`src/rtl/bcd_timer_pkg.sv`:
```
// Shared types and constants for the MM:SS BCD countdown timer.
// Default digit limits match a 99:59 display range.
package bcd_timer_pkg;

    typedef logic [3:0] bcd_t;

    typedef enum logic [1:0] {
        IDLE    = 2'd0,
        RUN     = 2'd1,
        PAUSE   = 2'd2,
        EXPIRED = 2'd3
    } state_t;

    localparam bcd_t BCD_ZERO       = 4'd0;
    localparam bcd_t UNITS_MAX_C    = 4'd9;
    localparam bcd_t SEC_TENS_MAX_C = 4'd5;
    localparam bcd_t MIN_TENS_MAX_C = 4'd9;

    function automatic bcd_t bcd_clamp(input bcd_t v, input bcd_t max_v);
        return (v > max_v) ? max_v : v;
    endfunction

endpackage

```
`src/rtl/bcd_down_digit.sv`:
```
// One BCD down-counting digit; wraps 0 -> MAX and raises borrow_out so the
// next more-significant digit steps in the same cycle.
module bcd_down_digit
    import bcd_timer_pkg::*;
#(
    parameter bcd_t MAX = UNITS_MAX_C
) (
    input  logic clk,
    input  logic reset,
    input  logic en,
    input  logic borrow_in,
    input  logic load,
    input  bcd_t load_val,
    output bcd_t digit,
    output logic borrow_out
);

    bcd_t digit_q, digit_d;

    always_comb begin
        digit_d = digit_q;
        if (load) begin
            digit_d = load_val;
        end else if (en && borrow_in) begin
            digit_d = (digit_q == BCD_ZERO) ? MAX : digit_q - 4'd1;
        end
    end

    always_ff @(posedge clk or negedge reset) begin
        if (!reset) begin
            digit_q <= BCD_ZERO;
        end else begin
            digit_q <= digit_d;
        end
    end

    assign digit      = digit_q;
    assign borrow_out = borrow_in && (digit_q == BCD_ZERO);

endmodule

```
`src/rtl/bcd_countdown_timer.sv`:
```
// MM:SS BCD countdown timer with one-cycle expiry pulse and latched alarm.
// Build option AUTO_RELOAD_EN: on expiry reload the shadow preset and keep running.
//
// state   | meaning
// IDLE    | loaded or acknowledged, waiting for start
// RUN     | decrementing once per tick
// PAUSE   | count frozen, start resumes
// EXPIRED | reached 00:00, holds until ack or load
module bcd_countdown_timer
    import bcd_timer_pkg::*;
#(
    parameter bcd_t SEC_TENS_MAX = SEC_TENS_MAX_C,
    parameter bcd_t UNITS_MAX    = UNITS_MAX_C,
    parameter bcd_t MIN_TENS_MAX = MIN_TENS_MAX_C
) (
    input  logic clk,
    input  logic reset,
    input  logic tick,
    input  logic load,
    input  logic start,
    input  logic pause,
    input  logic ack,
    input  bcd_t preset_min1,
    input  bcd_t preset_min0,
    input  bcd_t preset_sec1,
    input  bcd_t preset_sec0,
    output bcd_t min1,
    output bcd_t min0,
    output bcd_t sec1,
    output bcd_t sec0,
    output logic running,
    output logic expired,
    output logic alarm
);

    state_t state_q, state_d;
    logic   running_q, running_d;
    logic   expired_q, expired_d;
    logic   alarm_q, alarm_d;
    logic [15:0] shadow_q, shadow_d;

    logic dec, ld, reload;
    logic b_sec0, b_sec1, b_min0, borrow_unused;
    logic [15:0] preset_clamped, load_val, count;
    logic cnt_zero, cnt_one;

    assign preset_clamped = {bcd_clamp(preset_min1, MIN_TENS_MAX),
                             bcd_clamp(preset_min0, UNITS_MAX),
                             bcd_clamp(preset_sec1, SEC_TENS_MAX),
                             bcd_clamp(preset_sec0, UNITS_MAX)};
    assign load_val = reload ? shadow_q : preset_clamped;
    assign count    = {min1, min0, sec1, sec0};
    assign cnt_zero = (count == {BCD_ZERO, BCD_ZERO, BCD_ZERO, BCD_ZERO});
    assign cnt_one  = (count == {BCD_ZERO, BCD_ZERO, BCD_ZERO, 4'd1});

    // Priority: ack > load > pause > start > tick; load in RUN is not a command.
    always_comb begin
        state_d   = state_q;
        alarm_d   = alarm_q;
        expired_d = 1'b0;
        shadow_d  = shadow_q;
        dec       = 1'b0;
        ld        = 1'b0;
        reload    = 1'b0;
        if (ack) begin
            alarm_d = 1'b0;
            if (state_q == EXPIRED) state_d = IDLE;
        end else if (load && state_q != RUN) begin
            ld       = 1'b1;
            shadow_d = preset_clamped;
            state_d  = IDLE;
            alarm_d  = 1'b0;
        end else if (pause) begin
            if (state_q == RUN) state_d = PAUSE;
        end else if (start) begin
            if ((state_q == IDLE || state_q == PAUSE) && !cnt_zero) state_d = RUN;
        end else if (tick && state_q == RUN) begin
            if (cnt_one) begin
                expired_d = 1'b1;
                alarm_d   = 1'b1;
`ifdef AUTO_RELOAD_EN
                if (shadow_q != 16'h0000) begin
                    reload = 1'b1;
                end else begin
                    dec     = 1'b1;
                    state_d = EXPIRED;
                end
`else
                dec     = 1'b1;
                state_d = EXPIRED;
`endif
            end else begin
                dec = 1'b1;
            end
        end
        running_d = (state_d == RUN);
    end

    always_ff @(posedge clk or negedge reset) begin
        if (!reset) begin
            state_q   <= IDLE;
            running_q <= 1'b0;
            expired_q <= 1'b0;
            alarm_q   <= 1'b0;
            shadow_q  <= 16'h0000;
        end else begin
            state_q   <= state_d;
            running_q <= running_d;
            expired_q <= expired_d;
            alarm_q   <= alarm_d;
            shadow_q  <= shadow_d;
        end
    end

    bcd_down_digit #(.MAX(UNITS_MAX)) u_sec0 (
        .clk(clk), .reset(reset), .en(dec), .borrow_in(1'b1),
        .load(ld | reload), .load_val(load_val[3:0]),
        .digit(sec0), .borrow_out(b_sec0)
    );

    bcd_down_digit #(.MAX(SEC_TENS_MAX)) u_sec1 (
        .clk(clk), .reset(reset), .en(dec), .borrow_in(b_sec0),
        .load(ld | reload), .load_val(load_val[7:4]),
        .digit(sec1), .borrow_out(b_sec1)
    );

    bcd_down_digit #(.MAX(UNITS_MAX)) u_min0 (
        .clk(clk), .reset(reset), .en(dec), .borrow_in(b_sec1),
        .load(ld | reload), .load_val(load_val[11:8]),
        .digit(min0), .borrow_out(b_min0)
    );

    // Minutes tens never borrows out: the count stops at 00:00.
    bcd_down_digit #(.MAX(MIN_TENS_MAX)) u_min1 (
        .clk(clk), .reset(reset), .en(dec), .borrow_in(b_min0),
        .load(ld | reload), .load_val(load_val[15:12]),
        .digit(min1), .borrow_out(borrow_unused)
    );

    assign running = running_q;
    assign expired = expired_q;
    assign alarm   = alarm_q;

endmodule
```
`config.mk`:
```
export PLATFORM = sky130hd
export DESIGN_NAME = bcd_countdown_timer
export DESIGN_NICKNAME = d
export VERILOG_FILES = /design/src/rtl/bcd_timer_pkg.sv /design/src/rtl/bcd_down_digit.sv /design/src/rtl/bcd_countdown_timer.sv
export SDC_FILE = /design/constraint.sdc
export NUM_CORES = 1
export LEC_CHECK = 0
export ABC_AREA = 1
export CAP_MARGIN = 0
export CORE_ASPECT_RATIO = 1.25
export CORE_MARGIN = 2
export CORE_UTILIZATION = 35
export DETAILED_ROUTE_END_ITERATION = 12
export MAX_ROUTING_LAYER = met4
export PLACE_DENSITY = 0.7
export SYNTH_ARGS = -nofsm -noshare
export SYNTH_HDL_FRONTEND = slang
export SYNTH_SLANG_ARGS = --single-unit
```
`constraint.sdc`:
```
create_clock -name clk -period 1.5 [get_ports clk]
set_input_delay 0.225 -clock clk [delete_from_list [all_inputs] [get_ports clk]]
set_output_delay 0.225 -clock clk [all_outputs]
set_load 0.005 [all_outputs]
```
; Word level (Yosys, flattened, before mapping)
; Cells that the tools add are included.
[word_totals]
mem_count = 0
in_bits = 23
ramBits = 0
latchBits = 0
rom_bits = 0
reg_bits = 21
word_cells = 91
[op_classes]
n_reduce_logical = 23
order_cmp = 4
shifts = 0
n_eq_ne = 8
add_sub_neg = 4
div = 0
n_mul = 0
n_bitwise = 0
n_mux = 44
[op_table]
columns = cell, count
row1 = 4-bit 2-to-1 mux, 16
row2 = 1-bit 2-to-1 mux, 19
row3 = 2-bit 2-to-1 mux, 9
row4 = 16-bit by 1-bit == test with 1-bit output (second input constant), 1
row5 = 16-bit zero test, 1
row6 = 4-bit zero test, 4
row7 = 4-bit by 1-bit subtractor with 4-bit output (second input constant), 4
row8 = 4-bit greater-than comparator (second input constant), 3
row9 = 1-bit logical AND, 8
row10 = 2-bit nonzero test, 4
row11 = 3-bit by 1-bit inequality test with 1-bit output (second input constant), 2
row12 = 3-bit nonzero test, 2
row13 = 2-bit by 1-bit == test with 1-bit output (second input constant), 2
row14 = 2-bit == test (second input constant), 2
row15 = 4-bit by 3-bit greater-than comparator with 1-bit output (second input constant), 1
row16 = 4-bit AND reduction, 1
row17 = 2-bit zero test, 1
row18 = 2-bit by 1-bit inequality test with 1-bit output (second input constant), 1
row19 = 1-bit zero test, 1
row20 = 1-bit logical OR, 1

; Logic depth before layout (Yosys ltp)
[logic_depth]
depth_word = 10
ltp_mapped = 11
mapped_depth_nobuf = 11

; Modules after synthesis
; Synthesis repeated with hierarchy kept, for this count alone.
[unflattened]
cells_unflattened = 233
area_unflattened_um2 = 1506.4
[modules_own_cells]
columns = mod, seq_area_each_um2, instances, area_each_um2, cells_per_inst
row1 = bcd_down_digit at u_min0 ..., 100.1, 3, 257.7, 39
row2 = bcd_countdown_timer, 125.1, 1, 504.2, 84
row3 = bcd_down_digit at u_sec1, 100.1, 1, 229.0, 32

; Least setup slack after synthesis
; OpenSTA, ideal clock, no wires.
[synth_timing]
path_kind = register -> register
start = register u_sec0.digit_q[2], in the netlist u_sec0.digit[2]
end = register u_min1.digit_q[2], in the netlist u_min1.digit[2]
slack_ns = 0.164
stages_incl_launch_ff = 9
arrival_ns = 1.209
setup_time_ns = 0.126
synth_period_minus_slack_ns = 1.336
t_required_ns = 1.374
path_buffers = 0
path_cell_list = dfrtp_1 -> nor2_2 -> nand2_2 -> nor2_4 -> nand4_2 -> nand2_4 -> nand2_4 -> clkinv_2 -> o21ai_0
[synth_between]
elab_chain_len = 5
[synth_lines]
columns = item, line_no
row1 = start: declaration, bcd_down_digit.sv:18  ; bcd_t digit_q, digit_d;
row2 = start signal: assignment, bcd_down_digit.sv:33  ; digit_q <= digit_d;
row3 = 4-bit zero test, bcd_down_digit.sv:38  ; assign borrow_out = borrow_in && (digit_q == BCD_ZERO);
row4 = 1-bit logical AND (2 in a row), bcd_down_digit.sv:38
row5 = 1-bit logical AND, bcd_down_digit.sv:24  ; end else if (en && borrow_in) begin
row6 = 2-bit nonzero test (no line), n/a
row7 = end signal: assignment, bcd_down_digit.sv:33
row8 = end: declaration, bcd_down_digit.sv:18
; Every way passes these cells.
; A chain may end at the register's enable or synchronous reset.

; Worst setup path after layout
[layout_timing]
start = register u_sec1.digit_q[0], in the netlist u_sec1.digit[0]
end = output sec1[0]
[layout_rtl]
columns = item, line_no
row1 = start: declaration, bcd_down_digit.sv:18
row2 = start signal: assignment, bcd_down_digit.sv:33
row3 = end: declaration, bcd_countdown_timer.sv:29  ; output bcd_t sec1,
; No word-level cell between the ends.

==> summary.md <==
For the finished layout, the period the worst path requires is 1.46 ns. The count of warnings emitted by yosys came out at 0. Walking the worst path, the cells encountered are buf_4, clkdlybuf4s50_1. The biggest fanout along the worst timing path came out at 4.

The cell count after placement is 282, and the final instance count without filler cells is 292. The count of buffers added on input and output ports is 41. The total of fill cells in the finished design was 335; the width of the die was 59.4 µm. The final number of max-transition violations was 0; the post-route DRC violation count was 0. The routed wirelength normalized by instance count works out to 11.9 µm.

For this run, the detailed router's first-pass iteration total came to 4. After clock tree synthesis, the clock-pin slew on the worst setup and hold paths is 0.08 ns. Once placement finished, the instance area stood at 1970 µm². The largest net degree at the start of global routing is 22.

The number of antenna violations at the first check in global routing is 0, and the die height is 73.3 µm. The largest single stage delay on the critical path is 0.49 ns. Sequential cells were found to cover 39.1% of the synthesized design area. In the global route stage, overall resource usage came out at 16.9%. The run gives 1 as the H-tree level count.

The final standard cell area without fillers is 2120 µm². STA classifies the critical path startpoint as a flip-flop. After synthesis, the largest family of logic cells by area is simple AND/OR/NAND/NOR gates.

The routed design uses 1.93 mm of met2 wire. On the final layout, the worst clock skew is 0.00252 ns. The first global-routing pass estimated 5.51 mm of wire. The min-delay analysis places its worst path in the category in -> async. Across all hold checks on the routed design, the worst slack comes to 0.308 ns.

The number of clock buffers added by TritonCTS is 3. In the layout the commonest cells are nand2_1, clkdlybuf4s50_1, buf_4, dfrtp_1, nor2_1. The mapped netlist covers 1340 µm².

Setup violations remaining at the end of the flow were counted as 0. At the pin with the least slew margin, the transition time is 0.287 ns. Multiplexer area fraction after synthesis: 0%. The sequential cells in the finished layout cover a total of 527 µm². The number of library cell types mapped by synthesis was 34. The most common cell after layout, fill and taps aside is nand2_1. The ratio of final minimum period to clock period was 97.4%. STA classifies the critical path endpoint as an output pin. At the end of the flow, the number of nets in the layout was 276. From synthesis to final layout, the design area changed by 57.5%. The category of the most critical setup path is reg -> out. Summed over all nets, wire length on met3 after detailed routing comes to 115 µm. Of the total synthesized cell area, the portion taken by AND, OR, NAND and NOR gates is 34.9%. The logs give 1,283 for the number of global-route vias before repair and 35 for the violation count after the first detailed-routing iteration.

After detailed routing, the total wire length is 3.49 mm. The run finished with clean final reports. IR analysis of the VDD net gives a maximum drop of 494 µV.

Counting every sink on the clock net gives 21. Pin placement for this block handled 42 I/O pins. At the later pin of the worst-skew pair, clock insertion delay measures 0.26 ns. The data arrival time of the worst path came out at 1.24 ns. Among all stages on the critical path, the largest delay is contributed by clkdlybuf4s50_1.

In this run the remaining antenna-violating nets after routing total 0. For this configuration, the core starts out at a cell density of 36.1%. The floorplan step defined a die boundary enclosing 4350 µm². The HPWL after detailed placement is 2.68 mm. The highest metal layer carrying signal wires in the routed design is met4.

Based on the critical path, the design can be clocked at up to 0.685 GHz. Utilization of the core after routing: 56.9%. The tree is rooted in a clkbuf_8. The logs give 754 µm² for the area of the multi-input gates and 0 for the count of hold buffers inserted by post-cts repair. The proportion of layout cells with a drive suffix above 1 is 25.0%, and the fraction of the mapped netlist area in adder cells is 0%. The detailed router placed 1,456 vias in this run.

Synthesis produced a netlist with a net count of 202. The flip-flop and latch count after synthesis was 21; the post-route met1 wirelength was 1.41 mm. The total power per unit cell area came out at 1320 nW/µm². Total count of hold-check failures in the final report: 0. In the routed layout, each cell is associated on average with a via count of 4.99. The xor and xnor fraction of the mapped netlist area is 1.30%, and the leakage power summed over all cells is 1.05 nW. The region available for standard cell placement spans 3720 µm².

Required time of the critical path: 1.27 ns. The antenna diode count came out at 0. TritonCTS built the clock tree.

Counting along the longest clock path gives a buffer depth of 2. The mean post-synth cell area was 7.51 µm². The total overflow left after global routing is 0. The number of placement rows is 25, and the compound-cell area share of the yosys netlist is 17.3%. Across the run, the number of max-cap violations was 0.

In this run the tightest slew margin relative to its limit is 80.7%. The congestion estimate from routability-driven global placement came to 0.860. Depth of the most critical reg-to-reg path: 10. For the cell count after synthesis, the log shows 179.
[where the power goes]
group / total (mW) / switching [mW] / internal, mW
Combinational: 1.52 / 0.681 / 0.840
Sequential: 0.906 / 0.160 / 0.745
Clock: 0.374 / 0.189 / 0.185
[final cells by class]
type	instances	share of cell area, %
Tap cell	40	2.36
Multi-Input combinational cell	136	35.6
Clock buffer	3	1.95
Sequential cell	21	24.9
Timing Repair Buffer	72	31.4
Clock inverter	1	0.236
Inverter	19	3.49
[flip-flops by register name, indices dropped and copies added (netlist names)]
register / cells
alarm: 1
expired: 1
running: 1
state_q: 2
u_min0.digit: 4
u_min1.digit: 4
u_sec0.digit: 4
u_sec1.digit: 4
[synthesized netlist by cell type]
cell	instances	area share, %
o31ai_1	1	0.56
nand4_2	1	0.93
o211ai_1	2	1.1
buf_6	1	0.84
o22ai_1	3	1.4
nor2_2	3	1.4
nand2_4	3	2.5
or2_4	1	0.65
inv_2	2	0.56
dfrtp_1	21	39
a21oi_1	4	1.5
nor4_1	1	0.47
o21ai_1	3	1.1
nand3_1	11	4.1
nand4_1	1	0.47
nand2_1	45	13
o21ai_4	1	1.2
inv_1	16	4.5
nand3_2	1	0.74
nor3b_1	1	0.56
buf_4	2	1.1
a22oi_1	1	0.56
nand2_2	2	0.93
o21a_1	2	1.1
nor2_4	2	1.7
clkinv_2	1	0.37
o21ai_0	15	5.6
xor2_1	2	1.3
a31oi_1	3	1.4
nand3_4	1	1.3
a21boi_0	2	1.1
nor3_1	2	0.74
a22o_1	1	0.65
nor2_1	21	5.9
[path summary, 6_finish.rpt]
| check | endpoint | from | slack [ns] |
|---|---|---|---|
| min in group clk | alarm | alarm | 0.50 |
| setup / recovery | sec1[0] | u_sec1.digit[0] | 0.04 |
| setup reg to reg | u_min1.digit[2] | state_q[1] | 0.09 |
| max in group asynchronous | u_sec1.digit[1] | reset | 0.96 |
| hold reg to reg | alarm | alarm | 0.50 |
| hold / removal | u_min0.digit[1] | reset | 0.31 |
[critical path, delay by kind of cell (launching register included)]
kind | cells | cell delay [ns]
flops | 1 | 0.36
buf+inv | 2 | 0.62
[cell families after synthesis]
logic type / count (synthesis)
AO/OA/AOI/OAI: 38
XOR/XNOR: 2
buffers and inverters: 22
flip-flops: 21
AND/OR/NAND/NOR: 96
[metrics by stage]
stage | TNS (ns) | setup WS (ns) | power (mW)
after floorplan | 0 | 0.164 | 1.57
after global placement | -1.15 | -0.153 | 2.36
after detailed placement | -1.67 | -0.173 | 2.38
after CTS | 0 | 0.00455 | 2.76
after global routing | -0.0667 | -0.0180 | 3.04
final | 0 | 0.0391 | 2.80
[layer usage]
metal / GRT usage (%) / vias up
li1: - / 740
met1: 19.8 / 685
met2: 29.7 / 27
met3: 1.76 / 4
met4: 5.30 / 0
met5: - / -
[timing repair]
item | in CTS | in global routing
pin swaps | 0 | 6
endpoints found under the hold margin | 0 | 0
endpoints found under the setup margin | 2 | 21
gates cloned | 0 | 0
resized for setup | 1 | 20
setup buffers | 0 | 7
Power figures use the tool's default switching activity.
==> patch 1 (same flow settings) <==
The output `expired` loses its register stage (`expired_q` becomes a continuous assignment).
--- a/src/rtl/bcd_countdown_timer.sv
+++ b/src/rtl/bcd_countdown_timer.sv
@@ -100,17 +100,17 @@
         if (!reset) begin
             state_q   <= IDLE;
             running_q <= 1'b0;
-            expired_q <= 1'b0;
             alarm_q   <= 1'b0;
             shadow_q  <= 16'h0000;
         end else begin
             state_q   <= state_d;
             running_q <= running_d;
-            expired_q <= expired_d;
             alarm_q   <= alarm_d;
             shadow_q  <= shadow_d;
         end
     end
+
+    assign expired_q = expired_d;
 
     bcd_down_digit #(.MAX(UNITS_MAX)) u_sec0 (
         .clk(clk), .reset(reset), .en(dec), .borrow_in(1'b1),
Check against the original RTL: not equivalent (a bounded check fails within 4 cycles, from zero or initial values and one cycle with reset low).
==> patch 1 against the unedited design <==
  * The run now ends with DRC, setup timing left
  * Sequential cell count is 1 lower
  * Critical path type unchanged
  * Total power is 11% higher
  * Synthesized area is 1.6% lower
  * Clock power is 5% lower
  * Largest power group unchanged
  * Via count is 9.6% higher
  * Setup slack worse by 0.10 ns
  * Routed wire length is 16% higher
  * Register-to-register slack worse by 0.09 ns
  * Combinational power is 26% higher
  * Largest cell class unchanged
  * Die area is 1.5% lower
  * Cell count is 8.2% higher
  * Final area is 12% higher
  * Utilization is 7.2 points higher
==> patch 1: results (changes against the unedited design) <==
Syn Inst Count 187 (+4.5%); GR Layer Usage met3 2.30% (+0.54 points); worst slew pin tran 0.422 ns (+0.134 ns); synth top area cells dfrtp_1 38%, nand2_1 14%, o21ai_0 7.9%; Post-Route WL 4040 um (+16%); sequential element share of the synthesized area 37.8% (-1.3 points); failing checks DRC, setup timing; Slowest-stage cell, CP dfrtp_1; TritonRoute pass-1 iters 8 (+4); dpl cell area 2120 sq um (+7.8%); layout cell share with drive strength beyond 1 34.8% (+9.8 points); largest net degree at the start of global routing 21 (-4.5%); status complete, but fails checks; Setup Viol. Count Final 3 (+3); Worst VDD drop 777 uV (+57%); Max FO, Critical Path 2 (-2); GRT met2 Usage 34.2% (+4.5 points); P_leak 1.20 nW (+14%); r2r setup slk 0 ns (-0.09 ns); Crit path arrival time 1.34 ns (+0.10 ns); Worst Setup Slack, final -0.0621 ns (-0.101 ns); drc violations 2 (+2); Sw Share 38.1% (+1.3 points); commonest cells in the synthesized netlist 48 x nand2_1, 23 x nor2_1, 21 x o21ai_0; Compound-Gate Fraction of Synth Area 19.0% (+1.7 points); Fillers 327 (-2.4%)
-- patch 1: cell types whose count changed after synthesis, sizes merged, moves of 2 or more --
| cell | before | now |
|---|---|---|
| a31oi | 3 | 1 |
| inv | 18 | 23 |
| nand2 | 50 | 52 |
| nand3 | 13 | 17 |
| o21ai | 19 | 27 |
| o22ai | 3 | 1 |
| xor2 | 2 | 0 |
-- patch 1: cell type report --
type | instances | area, sq um | share of cell area (%)
sequential | 20 | 500 | 21.2
multi-input combinational | 141 | 842 | 35.6
clock buffer | 3 | 41.3 | 1.75
tap | 40 | 50.0 | 2.12
inverter | 23 | 88.8 | 3.76
timing repair buffer | 89 | 842 | 35.6
-- patch 1: power by group through the flow --
stage	registers (mW)	logic, mW	clock network, mW
final	0.837	1.92	0.357
after global routing	0.867	2.08	0.387
after CTS	0.798	1.68	0.364
after detailed placement	0.803	1.64	0
after global placement	0.796	1.62	0
after floorplan	0.891	0.584	0
-- patch 1: layer usage --
layer | vias up | part of all wire [%]
met3 | 6 | 3.9
met1 | 744 | 40
met5 | - | 0
met2 | 47 | 55
li1 | 799 | -
met4 | 0 | 1.1
-- patch 1: repair_timing --
action,in CTS,in global routing
buffers inserted,3,1
gates resized for setup,11,51
gates cloned,0,0
setup endpoints to repair,10,24
pin swaps,9,17
-- patch 1: final timing paths --
check,to,cells after the start
worst max-delay path,expired,6
worst min-delay path,state_q[0],2
worst max register to register,u_min1.digit[2],9
worst min register to register,alarm,2
max in group asynchronous,u_min1.digit[2],2
min in group clk,alarm,2
-- patch 1: through the flow --
stage	hold WS [ns]	TNS, ns	util (%)
after floorplan	-0.0706	0	-
after global placement	0.480	-2.29	57.4
after detailed placement	0.490	-2.63	57.4
after CTS	0.323	-0.212	59.6
after global routing	0.346	-1.20	64.1
final	0.313	-0.0687	64.1
==> patch 2 (same settings) <==
Made on the original files. Change the package constant `UNITS_MAX_C` from 4'd9 to 4'd6.
--- a/src/rtl/bcd_timer_pkg.sv
+++ b/src/rtl/bcd_timer_pkg.sv
@@ -12,7 +12,7 @@
     } state_t;
 
     localparam bcd_t BCD_ZERO       = 4'd0;
-    localparam bcd_t UNITS_MAX_C    = 4'd9;
+    localparam bcd_t UNITS_MAX_C    = 4'd6;
     localparam bcd_t SEC_TENS_MAX_C = 4'd5;
     localparam bcd_t MIN_TENS_MAX_C = 4'd9;
 
Formal check against the unedited RTL: not equivalent (a bounded check fails within 4 cycles, from zero or initial values and one cycle with reset low).
==> patch 2 against the unedited design <==
  * Setup slack better by 0.014 ns
  * Global-route usage down 0.19 points
  * Total power up 15%
  * Sequential cell count unchanged
  * Final area up 5.9%
  * Synthesized area up 3.2%
  * Critical path depth unchanged
  * Sequential share of layout area down 1.4 points
  * Routed wire length up 1.9%
  * Sequential power down 0.7%
  * Combinational power up 27%
  * First-iteration DRC count down 8.6%
==> patch 2: results (changes against the unedited design) <==
synth top area cells dfrtp_1 38%, nand2_1 11%, o21ai_0 8.3%; Max Root-Sink Buffers 2 (unchanged); vias in the first global route 1330 (+3.7%); # resized after CTS 2 (+1); Post-Synth Adder-Cell Area 3.61% (+3.6 points); initial drt markers 32 (-8.6%); Worst VDD drop 807 uV (+63%); placed insts 300 (+6.4%); layout cell share with drive strength beyond 1 28.0% (+3.0 points); P_leak 1.10 nW (+4.6%); Crit path arrival time 1.22 ns (-0.02 ns); fin nets 282 (+2.2%); Layout Cells excl Fill 308 (+5.5%); dpl cell area 2060 sq um (+5.0%); Vias/cell 4.61 (-7.6%); Global Route Usage Sum 16.7% (-0.19 points); Detail Placement HPWL 2660 um (-0.63%); Compound-Gate Fraction of Synth Area 16.3% (-0.98 points); Fillers 343 (+2.4%); Final GP Congestion 0.905 (+5.2%); pre-CTS WS -0.130 ns (+0.0427 ns); Mapped Avg Cell Area 7.79 sq um (+3.7%); sequential element share of the synthesized area 37.9% (-1.2 points); Clock Skew 0.00310 ns (+0.000588 ns); P_int 1.97 mW (+11%); commonest cells in the synthesized netlist 40 x nand2_1, 23 x o21ai_0, 21 x dfrtp_1; Mapped Nets 205 (+1.5%); Max FO, Critical Path 3 (-1); post-synth cell types 30 (-12%); Post-Synth XOR/XNOR Area 2.53% (+1.2 points); first-pass GRT wire length 5440 um (-1.3%); worst slew pin tran 0.281 ns (-0.00687 ns); status finished, final reports clean; Post-Route WL 3550 um (+1.9%); postcts setup bufs 1 (+1)
patch 2: cell count changes after synthesis, moves of 2 or more:
cell | unedited run | this run
o21ai_0 | 15 | 23
nand3_1 | 11 | 16
inv_1 | 16 | 19
nand2_1 | 45 | 40
xor2_1 | 2 | 4
nor2_1 | 21 | 13
inv_4 | 0 | 2
o211ai_1 | 2 | 0
o21ai_2 | 0 | 3
o21a_1 | 2 | 0
ha_1 | 0 | 4
patch 2: path summary, 6_finish.rpt:
kind | from | endpoint | slack, ns | depth (start not counted)
worst max-delay path | u_min0.digit[2] | min0[2] | 0.05 | 2
worst min-delay path | reset | u_sec0.digit[1] | 0.30 | 2
worst max register to register | u_min0.digit[0] | running | 0.06 | 9
worst min register to register | alarm | alarm | 0.49 | 2
max in group asynchronous | reset | u_sec0.digit[2] | 0.96 | 2
min in group clk | alarm | alarm | 0.49 | 2
patch 2: critical path, cell delays in order, from the launching register on:
cell and delay, ns:
dfrtp_1 0.35, buf_4 0.12, clkdlybuf4s50_1 0.49
patch 2: area by class of cell:
class                   count  area (sq um)  share of cell area, %
clock buffers               4          45.0                   2.01
repair buffers             74           671                   29.9
well taps                  54          67.6                   3.01
flip-flops and latches     21           527                   23.5
inverters                  22          90.1                   4.02
multi-input cells         133           842                   37.6
patch 2: per-layer routing:
metal  share of wire [%]  track usage (%)  wire (um)
met5                   0                -          0
met4                 1.7             7.41         60
met3                 2.6             1.57         94
met2                  52             29.3       1860
met1                  43             18.8       1540
patch 2: power groups by stage:
stage	registers, mW	logic (mW)	clock network (mW)
CTS	0.876	1.74	0.387
global placement	0.883	1.70	0
finish	0.900	1.93	0.385
floorplan	0.922	0.769	0
global route	0.924	2.15	0.415
detailed placement	0.886	1.72	0
